--- src/rtl/gtech_evt_capture4.sv ---
// Four-channel event capture feeding a 4-input OR summary line.
// Ports: CLK, RST (async high); EVT_IN/CLR/MASK [3:0] in;
//   FLAG/OVF/REQ [3:0] out; CNT [4*CW-1:0] packed per-channel counters.
module gtech_evt_capture4 #(
    parameter int SYNC_STAGES = 2,
    parameter bit EDGE        = 1'b1,
    parameter int CW          = 4
) (
    input  logic            CLK,
    input  logic            RST,
    input  logic [3:0]      EVT_IN,
    input  logic [3:0]      CLR,
    input  logic [3:0]      MASK,
    output logic [3:0]      FLAG,
    output logic [3:0]      OVF,
    output logic [3:0]      REQ,
    output logic [4*CW-1:0] CNT
);

    logic [3:0]    evt_s;
    logic [3:0]    hit;
    logic [3:0]    flag_nxt;
    logic [3:0]    ovf_nxt;
    logic [CW-1:0] cnt_q   [4];
    logic [CW-1:0] cnt_nxt [4];

    localparam logic [CW-1:0] CNT_MAX = {CW{1'b1}};
    localparam logic [CW-1:0] CNT_ONE = CW'(1);

    generate
        if (SYNC_STAGES == 0) begin : g_nosync
            assign evt_s = EVT_IN;
        end else begin : g_sync
            logic [3:0] stg [SYNC_STAGES];
            always_ff @(posedge CLK or posedge RST) begin
                if (RST) begin
                    for (int i = 0; i < SYNC_STAGES; i++)
                        stg[i] <= '0;
                end else begin
                    stg[0] <= EVT_IN;
                    for (int i = 1; i < SYNC_STAGES; i++)
                        stg[i] <= stg[i-1];
                end
            end
            assign evt_s = stg[SYNC_STAGES-1];
        end
    endgenerate

    generate
        if (EDGE) begin : g_edge
            // History resets to 0, so an input already high at
            // reset release produces exactly one hit.
            logic [3:0] evt_d;
            always_ff @(posedge CLK or posedge RST) begin
                if (RST)
                    evt_d <= '0;
                else
                    evt_d <= evt_s;
            end
            assign hit = evt_s & ~evt_d;
        end else begin : g_level
            assign hit = evt_s;
        end
    endgenerate

    always_comb begin
        flag_nxt = '0;
        ovf_nxt  = '0;
        for (int n = 0; n < 4; n++) begin
            cnt_nxt[n] = cnt_q[n];
            // Set has priority over clear.
            flag_nxt[n] = hit[n] | (FLAG[n] & ~CLR[n]);
            if (CLR[n] && hit[n])
                cnt_nxt[n] = CNT_ONE;
            else if (CLR[n])
                cnt_nxt[n] = '0;
            else if (hit[n] && cnt_q[n] != CNT_MAX)
                cnt_nxt[n] = cnt_q[n] + CNT_ONE;
            // A clear restarts the counter, so it also drops overflow
            // even when a saturated hit lands on the same cycle.
            if (CLR[n])
                ovf_nxt[n] = 1'b0;
            else if (hit[n] && cnt_q[n] == CNT_MAX)
                ovf_nxt[n] = 1'b1;
            else
                ovf_nxt[n] = OVF[n];
        end
    end

    always_ff @(posedge CLK or posedge RST) begin
        if (RST) begin
            FLAG <= '0;
            OVF  <= '0;
            REQ  <= '0;
            for (int n = 0; n < 4; n++)
                cnt_q[n] <= '0;
        end else begin
            FLAG <= flag_nxt;
            OVF  <= ovf_nxt;
            REQ  <= flag_nxt & ~MASK;
            for (int n = 0; n < 4; n++)
                cnt_q[n] <= cnt_nxt[n];
        end
    end

    always_comb begin
        CNT = '0;
        for (int n = 0; n < 4; n++)
            CNT[n*CW +: CW] = cnt_q[n];
    end

endmodule

--- config.mk ---
export PLATFORM = sky130hd
export DESIGN_NAME = gtech_evt_capture4
export DESIGN_NICKNAME = d
export VERILOG_FILES = /design/src/rtl/gtech_evt_capture4.sv
export SDC_FILE = /design/constraint.sdc
export NUM_CORES = 1
export LEC_CHECK = 0
export BUFFER_PORTS_ARGS = -buffer_cell sky130_fd_sc_hd__buf_2
export CORE_ASPECT_RATIO = 0.75
export CORE_MARGIN = 5
export CORE_UTILIZATION = 55
export DETAILED_ROUTE_END_ITERATION = 7
export PLACE_DENSITY_LB_ADDON = 0.3
export REMOVE_ABC_BUFFERS = 1
export SKIP_CTS_REPAIR_TIMING = 1
export SYNTH_ARGS = -nofsm -noshare
export SYNTH_HDL_FRONTEND = slang
export SYNTH_SLANG_ARGS = --single-unit
export TNS_END_PERCENT = 30
--- constraint.sdc ---
create_clock -name CLK -period 3.55 [get_ports CLK]
set_input_delay 0.71 -clock CLK [delete_from_list [all_inputs] [get_ports CLK]]
set_output_delay 0.71 -clock CLK [all_outputs]
set_load 0.01 [all_outputs]
## After elaboration in Yosys (flattened, before gate mapping)

Index checks and enable logic that the tools add are counted.

- Bits in registers: 40
- Input bits: 14
- Output and inout bits: 28
- Word-level logic and storage cells: 81

- Add/subtract/negate cells: 4
- Equal/unequal tests: 8
- Mux-type cells: 20
- Bitwise logic cells: 16
- Reductions and logical operators: 20

Operator list:

| operator | number |
|---|---|
| 2-to-1 mux 4 bit | 12 |
| adder 4 x 1 -> 4 bit, second input constant | 4 |
| equality test 4 bit, second input constant | 4 |
| != test 4 bit, second input constant | 4 |
| logical AND 1 bit | 12 |
| nonzero test 3 bit | 4 |
| AND 4 bit | 2 |
| 2-to-1 mux 1 bit | 8 |
| NOT 4 bit | 2 |
| nonzero test 2 bit | 4 |
| AND 1 bit | 4 |
| NOT 1 bit | 4 |
| OR 1 bit | 4 |

## Depth between registers and ports, before layout

Gate-level depths: netlist (run 1).

- Depth after elaboration: 6
- Depth in mapped cells: 4
- Depth with buffers taken out: 4

## Worst setup path after synthesis (run 1)

Ideal clock, no wire load.

- Path kind: register to register
- From: reg cnt_q, in the netlist CNT[0]
- To: reg cnt_q, in the netlist CNT[0]
- Library setup time: 0.087 ns
- Data arrival time: 1.227 ns
- Data required time: 3.463 ns
- Path slack: 2.236 ns
- Cell stages (with the launch flop): 5
- Path buffers: 0
- Period minus slack after synthesis: 1.314 ns
- Path through: dfrtp_1 -> ha_1 -> and3_4 -> or3_1 -> o211ai_1

- Longest elaborated chain between the ends: 4
- Elaborated cells between the ends (all ways): 7
- Those cells by class: add/sub (1); eq/ne (1); mux (3); reduce/logical (2)

Ends and longest elaborated chain:

| element | line | RTL |
|---|---|---|
| start, declared | 24 | `logic [CW-1:0] cnt_q [4];` |
| start signal, assigned by index | 102 | `cnt_q[n] <= cnt_nxt[n];` |
| adder 4 x 1 -> 4 bit | 78 | `cnt_nxt[n] = cnt_q[n] + CNT_ONE;` |
| 2-to-1 mux 4 bit | 77 | `else if (hit[n] && cnt_q[n] != CNT_MAX)` |
| 2-to-1 mux 4 bit | 75 | `else if (CLR[n])` |
| 2-to-1 mux 4 bit | 73 | `if (CLR[n] && hit[n])` |

Several ways; a longest one is shown, not always the timed one. The select of a mux whose other input is x is not followed.
A chain may end at the register's enable or synchronous reset.

## Final worst setup path (run 1)

- From: reg cnt_q, in the netlist CNT[10]
- To: out CNT[10]

RTL lines:

| element | line | RTL |
|---|---|---|
| end, declared | 17 | `output logic [4*CW-1:0] CNT` |

No word-level cell between the ends.

==> results.sh, run 1 <==
export IMPL_cpMaxStageDelayCell="dfrtp_1"
export IMPL_dp_hpwl_mm=2.37
export IMPL_crit_chain="buf_2"
export IMPL_grtUsageTotal_pct=17.2
export IMPL_max_slew_worst_pin_slew_ns=0.478
export IMPL_synth_avg_cell_area_um2=11.9
export IMPL_clkSlewWorstSetupHoldPaths_ns=0.07
export IMPL_netlist_area_um2=1640
export IMPL_place_congestion=0.798
export IMPL_drive_gt1_share_pct=28.6
export IMPL_maxSlewViolCount=0
export IMPL_cts_tree="done"
export IMPL_die_w_um=73.0
export IMPL_slew_headroom_pct=68.1
export IMPL_ys_top_cells_by_area="dfrtp_1 61%, a41oi_1 3.7%, nor3_1 3.4%"
export IMPL_cts_root_buf="clkbuf_8"
export IMPL_start_util_pct=56.6
export IMPL_crit_arrival_ns=0.95
export IMPL_die_area_um2=4180
export IMPL_core_um2=2890
export IMPL_clock_latency_ns=0.29
export IMPL_avgViaCountPerCell=5.71
export IMPL_grt_pass1_vias=1174
export IMPL_multi_input_area_um2=598
export IMPL_crit_path_start_kind="register"
export IMPL_finalCritPeriodShare_pct=46.6
export IMPL_syn2layout_area_growth_pct=20.3
export IMPL_synth_largest_area_cell="dfrtp_1"
export IMPL_ys_seq_elements=40
export IMPL_firstDrtPassIters=4
export IMPL_fin_util_pct=68.0
export IMPL_crit_cells=1
export IMPL_worst_r2r_path_depth=4
export IMPL_ctsLongestPathBuffers=2
export IMPL_final_cell_mix="41 x buf_2, 40 x dfrtp_1, 11 x nor3_1"
export IMPL_antenna_found_initial=0
export IMPL_die_y_um=57.2
export IMPL_cp_top_family="flip-flops"
export IMPL_layout_commonest_cell="buf_2"
export IMPL_hold_viol_final=0
export IMPL_vias=1274
export IMPL_rr_endpoint="CNT[12]"
export IMPL_cp_startpoint="CNT[10]"
export IMPL_status="finished clean"
export IMPL_seq_area_um2=1000
export IMPL_power_density_nw_per_um2=450
export IMPL_drt_iter0_markers=69
export IMPL_cp_required_ns=2.84
export IMPL_nets=202
export IMPL_drv_cap=0
export IMPL_htreeDepth=2
export IMPL_r2r_start="CNT[12]"
export IMPL_worstSetupPathType="reg2out"
export IMPL_fillers=234
export IMPL_tns_ns=0
export IMPL_fin_worst_skew_ns=0.00726
export IMPL_hp_class="reg2reg"
export IMPL_synth_cell_types=32
export IMPL_power_leakage_uw=0.000955
export IMPL_numCtsBuffers=5
export IMPL_ys_seq_area_share_pct=61.2
export IMPL_wl_per_cell_um=14.6
export IMPL_gr_total_overflow=0
export IMPL_cp_end_kind="output port"
export IMPL_layout_min_cycle_time_ns=1.66
export IMPL_reg2reg_setup_slack_ns=2.15
export IMPL_timing_fmax_mhz=604
export IMPL_ios=42
export IMPL_row_count=17
export IMPL_grt_max_degree=41
export IMPL_crit_path_max_incr_delay_ns=0.48
export IMPL_finalSetupViolations=0
export IMPL_cp_max_fo=8
export IMPL_insertedDiodeCount=0
export IMPL_crit_buf_inv=1
export IMPL_cts_sinks=40
export IMPL_rsz0062_at_grt="false"
export IMPL_synthCells=137
export IMPL_synth_warning_count=0
export IMPL_drc=0
export IMPL_drt_wl_total_mm=3.26
export IMPL_port_buffers=41
export IMPL_drtAntennaViolNets=0
export IMPL_grt_first_pass_wirelength_mm=5.54
export IMPL_yosys_area_top_type_share_pct=61.2
export IMPL_cp_endpoint="CNT[10]"
export IMPL_vdd_drop_max_v=0.000264
[final cells by class]
type,instances,share of cell area [%]
flip-flops and latches,40,50.9
multi-input cells,90,30.4
repair buffers,42,10.8
well taps,38,2.42
inverters,5,0.954
clock buffers,8,4.58
[per-stage QoR]
step                      instance area, um^2  instances  total power (uW)  worst slack [ns]  hold WS (ns)
after floorplan                          1620        135               554              1.92         0.331
after global placement                   1880        215               590              2.17         0.332
after detailed placement                 1880        215               596              2.13         0.335
after CTS                                1970        223               895              1.89         0.351
after global routing                     1970        223               930              1.84         0.355
final                                    1970        223               886              1.89         0.350
[sequential cells by signal, indices dropped and copies added (netlist names)]
signal / flops
CNT: 16
FLAG: 4
OVF: 4
REQ: 4
evt_s: 4
g_edge.evt_d: 4
g_sync.stg: 4
[cells in the mapped netlist (all sizes together)]
cell type / count
o21ai: 4
a21o: 1
a221o: 2
dfrtp: 40
ha: 4
and3: 1
and2b: 2
a211oi: 4
mux2i: 1
a21bo: 2
nand3: 8
o211ai: 3
nand2b: 8
nor3: 11
a311o: 1
or2b: 1
or3: 1
a41oi: 7
nor2b: 6
a21oi: 10
and4b: 1
nor2: 6
inv: 5
a31oi: 1
buf: 2
nand3b: 1
nand2: 4
[worst min path at each step]
stage	endpoint	start	depth (start not counted)
2_1_floorplan	evt_s[0]	g_sync.stg[4]	0
3_3_place_gp	evt_s[2]	g_sync.stg[6]	0
3_5_place_dp	evt_s[2]	g_sync.stg[6]	0
4_1_cts	evt_s[2]	g_sync.stg[6]	0
5_1_grt	evt_s[2]	g_sync.stg[6]	0
6_report	evt_s[2]	g_sync.stg[6]	0
[power by group]
group	switching, uW	internal, uW	total [uW]
Sequential	20.7	479	500
Combinational	49.1	37.8	86.9
Clock	141	158	299
[metal layers]
metal	part of all wire (%)	up-vias	routed length (um)	global-route usage, %
li1	-	590	-	-
met1	43	628	1400	22.5
met2	48	49	1580	26.6
met4	1.1	0	35	5.00
met5	0	-	0	0
met3	7.3	7	238	6.69
[logic make-up (layout without fill, tap and decap cells)]
| family | after synthesis | after routing | synth area share, % |
|---|---|---|---|
| AOI/OAI and AO/OA | 35 | 35 | 15.4 |
| DFF | 40 | 40 | 61.2 |
| muxes | 1 | 1 | 0.612 |
| and+or+nand+nor | 50 | 50 | 17.4 |
| buffers and inverters | 7 | 55 | 2.29 |
| adders and majority gates | 4 | 4 | 3.06 |
Power figures use the tool's default switching activity.
==> run 2, diff against run 1 <==
Settings changed: ABC_AREA from default to 1, CORE_UTILIZATION 55 to 51.
Clock period 3.55 ns to 1.6 ns, I/O delays scaled along.
==> results.sh, run 2 <==
export IMPL_port_buffers=41
export IMPL_drv_cap=0
export IMPL_numCtsBuffers=5
export IMPL_nets=248
export IMPL_hold_viol_final=0
export IMPL_cts_sinks=40
export IMPL_avgViaCountPerCell=4.76
export IMPL_place_congestion=0.853
export IMPL_crit_arrival_ns=1.44
export IMPL_synthFlopType="dfrtp_1"
export IMPL_finalSetupViolations=0
export IMPL_drtAntennaViolNets=0
export IMPL_synth_most_common_cell="nand2_1"
export IMPL_max_slew_worst_pin_slew_ns=0.482
export IMPL_synth_cell_types=12
export IMPL_htreeDepth=2
export IMPL_die_area_um2=4520
export IMPL_die_y_um=59.5
export IMPL_tns_ns=0
export IMPL_cp_end_kind="register"
export IMPL_syn2layout_area_growth_pct=23.5
export IMPL_dp_hpwl_mm=2.21
export IMPL_antenna_found_initial=0
export IMPL_start_util_pct=51.7
export IMPL_wl_per_cell_um=11.0
export IMPL_grtUsageTotal_pct=14.3
export IMPL_maxSlewViolCount=0
export IMPL_ys_top_cells_by_area="dfrtp_1 60%, nand2_1 11%, nor2_1 6.3%"
export IMPL_power_density_nw_per_um2=1090
export IMPL_ios=42
export IMPL_synthCells=181
export IMPL_cp_max_fo=6
export IMPL_die_w_um=76.0
export IMPL_drt_wl_total_mm=2.96
export IMPL_hp_class="in2async"
export IMPL_cts_tree="done"
export IMPL_fin_worst_skew_ns=0.00758
export IMPL_netlist_area_um2=1670
export IMPL_drt_iter0_markers=59
export IMPL_slew_headroom_pct=67.9
export IMPL_finalCritPeriodShare_pct=79.0
export IMPL_grt_max_degree=41
export IMPL_yosys_area_top_type_share_pct=60.1
export IMPL_status="finished clean"
export IMPL_cp_required_ns=1.77
export IMPL_core_um2=3220
export IMPL_cts_root_buf="clkbuf_8"
export IMPL_layout_min_cycle_time_ns=1.26
export IMPL_drive_gt1_share_pct=30.0
export IMPL_timing_fmax_mhz=791
export IMPL_row_count=18
export IMPL_rsz0062_at_grt="false"
export IMPL_drc=0
export IMPL_post_place_cells=263
export IMPL_worstSetupPathType="reg2reg"
export IMPL_clock_latency_ns=0.28
export IMPL_power_leakage_uw=0.00117
export IMPL_largest_reg_flops=16
export IMPL_synth_largest_area_cell="dfrtp_1"
export IMPL_ys_async_sr_fraction_pct=100
export IMPL_ctsLongestPathBuffers=2
export IMPL_synth_edf_count=0
export IMPL_fin_cells=270
export IMPL_insertedDiodeCount=0
export IMPL_grt_pass1_vias=1116
export IMPL_ys_seq_elements=40
export IMPL_layout_commonest_cell="nand2_1"
export IMPL_synthTopCellsByCount="48 x nand2_1, 40 x dfrtp_1, 28 x nor2_1"
export IMPL_vdd_drop_max_v=0.000748
export IMPL_crit_path_start_kind="register"
export IMPL_grt_first_pass_wirelength_mm=5.09
export IMPL_final_cell_mix="48 x nand2_1, 41 x buf_2, 40 x dfrtp_1"
export IMPL_firstDrtPassIters=6
export IMPL_gr_total_overflow=0
export IMPL_clkSlewWorstSetupHoldPaths_ns=0.07
export IMPL_vias=1286
export IMPL_synth_warning_count=0
export IMPL_synth_avg_cell_area_um2=9.20
export IMPL_ys_seq_area_share_pct=60.1
-- run 2: per-stage QoR --
| stage | power [uW] | worst slack [ns] | utilization (%) | cell area (um^2) | hold slack, ns |
|---|---|---|---|---|---|
| after detailed placement | 1330 | 0.350 | 59.9 | 1930 | 0.335 |
| after global placement | 1320 | 0.365 | 59.9 | 1930 | 0.331 |
| final | 2240 | 0.336 | 63.9 | 2060 | 0.137 |
| after floorplan | 1240 | 0.362 | - | 1670 | 0.331 |
| after global routing | 2350 | 0.235 | 63.9 | 2060 | 0.133 |
| after CTS | 2270 | 0.333 | 63.9 | 2060 | 0.127 |
-- run 2: layout make-up --
type	count	area, um^2
fill	280	1160
inverter	21	78.8
clock inverter	2	60.1
clock buffer	5	68.8
multi-input combinational	120	586
sequential	40	1000
tap	40	50.0
timing repair buffer	42	213
-- run 2: worst max-delay path, stage by stage (launching register included) --
cell     delay [ns]
dfrtp_1        0.44
ha_1           0.26
nand3_1        0.13
nand2_2        0.07
inv_2          0.10
nor2_4         0.05
nand2_1        0.05
nand2_1        0.05
-- run 2: metal layers --
layer / share of wire, % / wire (um) / global-route usage, % / vias to the layer above
met5: 0 / 0 / 0 / -
met4: 0.57 / 17 / 5.33 / 0
met3: 6.2 / 184 / 4.71 / 2
met2: 41 / 1210 / 18.9 / 27
met1: 52 / 1550 / 21.6 / 586
li1: - / - / - / 671
-- run 2: worst paths after layout --
kind / from / to / slack (ns) / depth (start not counted)
setup reg to reg: CNT[4] / CNT[7] / 0.34 / 7
min in group CLK: EVT_IN[3] / g_sync.stg[7] / 0.14 / 1
hold / removal: RST / REQ[0] / 0.14 / 3
max in group asynchronous: RST / CNT[15] / 1.12 / 3
setup / recovery: CNT[4] / CNT[7] / 0.34 / 7
hold reg to reg: g_sync.stg[4] / evt_s[0] / 0.35 / 0
-- run 2: kinds of logic (layout without fill, tap and decap cells) --
family	Yosys count	in the layout	synth area share, %
adders and majority gates	4	4	3.01
AOI/OAI and AO/OA	4	4	1.20
DFF	40	40	60.1
buffers and inverters	21	70	4.73
and+or+nand+nor	112	112	31.0
-- run 2: power breakdown --
group	leakage (uW)	internal (uW)	switching (uW)	total [uW]
Clock	0.0000642	614	323	936
Sequential	0.000512	1060	41.3	1100
Combinational	0.000596	77.3	125	202
Total	0.00117	1750	489	2240
==> run 3, diff against run 2 <==
Clock period 1.6 ns to 1.2 ns, I/O delays scaled along.
==> results.sh, run 3 (synthesis results as in run 2) <==
export IMPL_grtUsageTotal_pct=15.6
export IMPL_crit_path_start_kind="register"
export IMPL_drive_gt1_share_pct=36.6
export IMPL_clock_latency_ns=0.29
export IMPL_fin_util_pct=69.1
export IMPL_dp_hpwl_mm=2.33
export IMPL_hold_viol_final=40
export IMPL_cts_tree="done"
export IMPL_place_congestion=0.864
export IMPL_ctsLongestPathBuffers=2
export IMPL_hold_slack_ns=-0.0185
export IMPL_fillers=250
export IMPL_worstSetupPathType="reg2out"
export IMPL_firstDrtPassIters=4
export IMPL_drt_iter0_markers=92
export IMPL_layout_commonest_cell="nand2_1"
export IMPL_cts_root_buf="clkbuf_8"
export IMPL_crit_arrival_ns=0.96
export IMPL_cp_end_kind="output port"
export IMPL_power_density_nw_per_um2=1400
export IMPL_fin_area_um2=2220
export IMPL_start_util_pct=51.7
export IMPL_die_y_um=59.5
export IMPL_insertedDiodeCount=0
export IMPL_post_place_cells=271
export IMPL_crit_chain="buf_4 > buf_2"
export IMPL_antenna_found_initial=0
export IMPL_violations="hold timing, setup timing"
export IMPL_max_slew_worst_pin_slew_ns=0.228
export IMPL_cts_sinks=40
export IMPL_vias=1356
export IMPL_power_leakage_uw=0.00122
export IMPL_slew_headroom_pct=84.8
export IMPL_htreeDepth=2
export IMPL_drt_wl_total_mm=3.31
export IMPL_finalPower_uw=3110
export IMPL_syn2layout_area_growth_pct=33.6
export IMPL_setup_ws_ns=-0.00359
export IMPL_ios=42
export IMPL_fin_cells=278
export IMPL_die_area_um2=4520
export IMPL_crit_buf_inv=2
export IMPL_die_w_um=76.0
export IMPL_fin_worst_skew_ns=0.00542
export IMPL_row_count=18
export IMPL_avgViaCountPerCell=4.88
export IMPL_drtAntennaViolNets=0
export IMPL_hp_class="in2async"
export IMPL_maxSlewViolCount=0
export IMPL_numCtsBuffers=5
export IMPL_largest_reg_flops=16
export IMPL_cp_max_fo=5
export IMPL_cpMaxStageDelayCell="dfrtp_1"
export IMPL_cp_required_ns=0.96
export IMPL_final_cell_mix="48 x nand2_1, 37 x dfrtp_1, 36 x buf_2"
export IMPL_vdd_drop_max_v=0.000924
export IMPL_finalCritPeriodShare_pct=100
export IMPL_multi_input_area_um2=613
export IMPL_seq_area_um2=1000
export IMPL_grt_first_pass_wirelength_mm=5.49
export IMPL_timing_fmax_mhz=831
export IMPL_grt_max_degree=41
export IMPL_drv_cap=0
export IMPL_gr_total_overflow=0
export IMPL_core_um2=3220
export IMPL_finalSetupViolations=1
export IMPL_layout_min_cycle_time_ns=1.20
export IMPL_port_buffers=41
export IMPL_drc=0
export IMPL_rsz0062_at_grt="true"
export IMPL_wl_per_cell_um=11.9
export IMPL_clkSlewWorstSetupHoldPaths_ns=0.08
export IMPL_nets=256
export IMPL_crit_path_max_incr_delay_ns=0.38
export IMPL_grt_pass1_vias=1240
export IMPL_cp_top_family="flip-flops"
export IMPL_place_area_um2=2000
export IMPL_status="finished, violations left"
## run 3: final timing paths
check | from | to | slack [ns] | cells after the start
min | RST | OVF[0] | -0.02 | 3
max reg2reg | CNT[1] | CNT[2] | 0.02 | 4
min reg2reg | g_sync.stg[4] | evt_s[0] | 0.35 | 0
max | CNT[8] | CNT[8] | -0.004 | 2
max in group asynchronous | RST | CNT[10] | 1.02 | 3
min in group CLK | EVT_IN[1] | g_sync.stg[5] | 0.05 | 1
## run 3: worst min-delay path: stages
cell	delay (ns)
buf_2	0.09
inv_1	0.08
buf_12	0.23
## run 3: per-stage QoR
stage / worst slack, ns / TNS [ns]
floorplan: -0.00132 / -0.00526
global placement: 0.0579 / 0
detailed placement: 0.0245 / 0
CTS: -0.0210 / -0.0681
global route: -0.0382 / -0.384
finish: -0.00359 / -0.00359
## run 3: cell type report
type	count	area share, %
tap	40	2.25
multi-input combinational	120	27.6
inverter	21	3.99
timing repair buffer	50	15.2
clock inverter	2	2.70
sequential	40	45.2
clock buffer	5	3.09
## run 3: per-layer routing
| layer | track usage, % | vias to the layer above | wire length, um |
|---|---|---|---|
| li1 | - | 686 | - |
| met1 | 20.5 | 631 | 1550 |
| met2 | 23.7 | 31 | 1490 |
| met3 | 4.71 | 8 | 203 |
| met4 | 7.61 | 0 | 66 |
| met5 | 0 | - | 0 |
## run 3: power breakdown
group | switching, uW | total (uW) | internal [uW]
Combinational | 211 | 383 | 172
Clock | 456 | 1270 | 818
Sequential | 36.8 | 1450 | 1420
